## config.mk

```make
export PLATFORM = sky130hd
export DESIGN_NAME = instr_fetch_unit
export DESIGN_NICKNAME = d
export VERILOG_FILES = /design/src/rtl/instr_fetch_unit.sv
export SDC_FILE = /design/constraint.sdc
export NUM_CORES = 1
export LEC_CHECK = 0
export CAP_MARGIN = 10
export CORE_MARGIN = 3
export CORE_UTILIZATION = 36
export CTS_CLUSTER_DIAMETER = 40
export DETAILED_ROUTE_END_ITERATION = 8
export MAX_ROUTING_LAYER = met4
export PLACE_DENSITY = 0.73
export SLEW_MARGIN = 20
export SYNTH_ARGS = -nofsm -noshare
export SYNTH_HDL_FRONTEND = slang
export SYNTH_SLANG_ARGS = --single-unit
```

## constraint.sdc

```tcl
create_clock -name clk -period 1.5 [get_ports clk]
set_clock_uncertainty 0.2 [all_clocks]
set_input_delay 0.15 -clock clk [delete_from_list [all_inputs] [get_ports clk]]
set_output_delay 0.15 -clock clk [all_outputs]
set_load 0.03 [all_outputs]
```

## src/rtl/instr_fetch_unit.sv

```systemverilog
// Instruction sequencer: owns pc, fetches from combinational instruction memory,
// decodes into register-file fields and issues them over valid/ready. Option macro: FETCH_LOOP_EN.
module instr_fetch_unit #(
  parameter int ADDR_W   = 2,
  parameter int DATA_W   = 8,
  parameter int PROG_LEN = 4
) (
  input  logic              clk,
  input  logic              rst,
  input  logic              start,
  input  logic              stop,
  output logic [ADDR_W-1:0] im_addr,
  output logic              im_cs,
  input  logic [DATA_W-1:0] im_data,
  output logic              issue_valid,
  input  logic              issue_ready,
  output logic [1:0]        r1_addr,
  output logic [1:0]        r2_addr,
  output logic [1:0]        wr_addr,
  output logic              rf_we,
  output logic [ADDR_W-1:0] pc,
  output logic              busy,
  output logic              done
);

  typedef enum logic [1:0] {IDLE, FETCH, ISSUE, DONE} state_t;

  localparam logic [ADDR_W-1:0] LAST_PC = ADDR_W'(PROG_LEN - 1);

  state_t            state_reg;
  logic [ADDR_W-1:0] pc_reg;
  logic [DATA_W-1:0] ir_reg;
  logic              at_last;
  logic              unused_ir_bit;

  assign at_last = (pc_reg == LAST_PC);

  always_ff @(posedge clk or posedge rst) begin
    if (rst) begin
      state_reg <= IDLE;
      pc_reg    <= '0;
      ir_reg    <= '0;
    end else begin
      case (state_reg)
        IDLE: begin
          if (start) state_reg <= FETCH;
        end
        FETCH: begin
          ir_reg    <= im_data;
          state_reg <= stop ? IDLE : ISSUE;
        end
        ISSUE: begin
          // stop only takes effect together with a handshake so valid never drops unaccepted
          if (issue_ready) begin
            pc_reg <= at_last ? '0 : pc_reg + 1'b1;
            if (stop)
              state_reg <= IDLE;
            else if (at_last)
`ifdef FETCH_LOOP_EN
              state_reg <= FETCH;
`else
              state_reg <= DONE;
`endif
            else
              state_reg <= FETCH;
          end
        end
        DONE: begin
          if (start) begin
            pc_reg    <= '0;
            state_reg <= FETCH;
          end
        end
        default: state_reg <= IDLE;
      endcase
    end
  end

  // All outputs decode directly from registered state, so reset clears them at once
  assign im_addr     = pc_reg;
  assign pc          = pc_reg;
  assign im_cs       = (state_reg == FETCH);
  assign issue_valid = (state_reg == ISSUE);
  assign busy        = (state_reg == FETCH) || (state_reg == ISSUE);
  assign done        = (state_reg == DONE);

  assign r1_addr = issue_valid ? ir_reg[7:6] : 2'b00;
  assign r2_addr = issue_valid ? ir_reg[5:4] : 2'b00;
  assign wr_addr = issue_valid ? ir_reg[3:2] : 2'b00;
  assign rf_we   = issue_valid & ir_reg[1];

  // bit 0 of the instruction word is reserved
  assign unused_ir_bit = ir_reg[0];

endmodule

```

==> metrics.cfg <==
[status]
status=complete, but fails checks
violations=setup timing

[worst_setup_path]
worst_ep_required_time_ns=1.15
crit_fanout=4
end_kind=output pin
slowest_delay_ns=0.46
arrival_ns=1.29
startpoint=state_reg[1]$_DFFE_PP0P_
rrSetupSlack_ns=-0.09
path_cells=ha_4 > inv_6 > buf_6 > buf_6
crit_type=flop to output pin
path_common_cell=buf_6
worst-path-buf-inv=3
cp_top_family=flip-flops
critPathSlowestCell=dfrtp_2
start_kind=flop
timing.rr.start=state_reg[0]$_DFFE_PP0P_

[route]
drtPass1Iterations=1
drc=0
dr.first_iter.drc_count=0
antenna_left=0
viasPerCell=4.839
routedWlPerCell_um=13.21
dr_total_vias=542
drt-total-wl_um=1480

[clock_network]
clock_sinks=11
clockBufferDepth=2
htree_levels=1
clk_pin_slew_worst_paths_ns=0.07
cts_tree=yes
numCtsBuffers=3
root_buffer=clkbuf_4
clk_latency_ns=0.26

[cells_and_area]
fin_util_pct=73.41
largest_reg_flops=7
final_cell_area_um2=1157
stdcell_count=112
area_delta_synth_final_pct=82.09
nets=116
antenna_cells=0
drive_gt1_share_pct=55.21

[synthesis]
syn_area_um2=635.6
synthCells=56
synth_edf_count=0
synth_ff_type=dfrtp_1
synthTopCellsByCount=11 x dfrtp_1, 8 x mux2_2, 7 x and2_2
avgSynthCellArea_um2=11.35
seq_area_frac_synth_pct=43.31
ys_types=18
yosysWarningCount=0
synth_top_area_share_pct=43.31
ys_top_cells_by_area=dfrtp_1 43%, mux2_2 14%, ha_1 12%
yosysTopAreaCell=dfrtp_1
synthArstFlopShare_pct=100.0
synth_seq_cells=11
yosysMostFrequentCell=dfrtp_1
synth_nets=75

[sta]
finalMaxSlewViolations=0
hold_viol_final=0
fin_crit_ns=1.641
maxSlewHeadroom_pct=71.55
setup_viol_count_final=21
worst_slew_pin_slew_ns=0.4263
setup_ws_ns=-0.1407
fin_crit_sh_pct=109.4
rsz0062_at_grt=true
fmax_mhz=609.5

[global_routing]
antenna_found_initial=0
grt_util_all_layers_pct=15.95
grt_pass1_wl_um=2401
grt_max_degree=12
grt_pass1_vias=578
grt_overflow=0

[power_and_ir_drop]
peakVddDrop_v=0.001466
post-layout-total-power_mw=2.803
leakage_nw=0.5493
power.density_nw_per_um2=2422

[floorplanning]
io_pins=28
die_w_um=48.02
coreArea_um2=1577
initial_core_util_pct=40.32
rows=14
dieHeight_um=48.02
die-area_um2=2306

[flow_run]
max_cap_violations=0

[placed_design]
hpwlAfterDp_um=1027
dpl_cell_area_um2=974.7
gp_congestion=0.6269
dp_cells=103
port_buffers=26

[min_path]
min_from=im_data[1]
hold_path.class=primary input to flop

cells by family after synthesis:
| family | synth area share, % |
|---|---|
| AND/OR/NAND/NOR | 13.98 |
| multiplexers | 17.52 |
| buffers and inverters | 6.691 |
| adder cells (fa/ha/maj) | 11.81 |
| flip-flops | 43.31 |
| AO/OA/AOI/OAI | 6.693 |
path summary, 6_finish.rpt:
kind,endpoint,depth (start not counted)
setup reg to reg,state_reg[0]$_DFFE_PP0P_,6
min in group asynchronous,ir_reg[7]$_DFFE_PP0P_,3
hold reg to reg,ir_reg[6]$_DFFE_PP0P_,1
setup / recovery,busy,4
max in group asynchronous,state_reg[0]$_DFFE_PP0P_,3
hold / removal,ir_reg[1]$_DFFE_PP0P_,2
cells in the final DEF, fill, tap and decap left out, types with 3 or more instances in the layout:
cell             count
buf_6               15
clkdlybuf4s50_1     11
mux2_4               9
dfrtp_1              9
buf_4                8
and2_4               7
a21oi_1              4
ha_4                 3
ha_1                 3
clkbuf_4             3
worst register-to-register path: stages (launching register included):
cell	delay, ns
dfrtp_2	0.43
inv_2	0.08
ha_4	0.13
buf_4	0.11
inv_2	0.04
o22ai_4	0.17
mux2_4	0.31
timing repair:
action                                  CTS  global route
hold buffers                              1             0
cloned                                    0             0
endpoints found under the setup margin   17            24
gates resized for setup                  31             7
buffers inserted                          5             0
pin swaps                                 8             2
endpoints found under the hold margin    11             0
cell type report:
cell class,count,area [µm²]
clock buffer,4,26.28
fill,116,419.2
inverter,6,30.03
multi-input combinational,36,405.4
sequential,11,277.8
tap,16,20.02
timing repair buffer,39,397.9
metal layers:
layer	up-vias	track usage [%]	wire, µm
li1	267	-	-
met1	251	18.33	620
met2	22	26.39	735
met3	2	3.759	108
met4	0	6.452	15
met5	-	-	0
through the flow:
stage                     setup slack, ns  TNS (ns)  hold WS (ns)
after floorplan                  -0.06722   -0.2410       -0.1976
final                             -0.1407    -1.596        0.3036
after global placement           -0.04527  -0.08912        0.2745
after CTS                         -0.1480    -2.551        0.2906
after detailed placement         -0.06111   -0.1193        0.2860
after global routing              -0.2018    -2.706        0.2920
power breakdown:
group,switching (mW),internal [mW]
logic,0.887,1.13
clock network,0.0943,0.103
registers,0.133,0.457
total,1.11,1.69
Note: power is estimated with default switching activity, not from simulation.
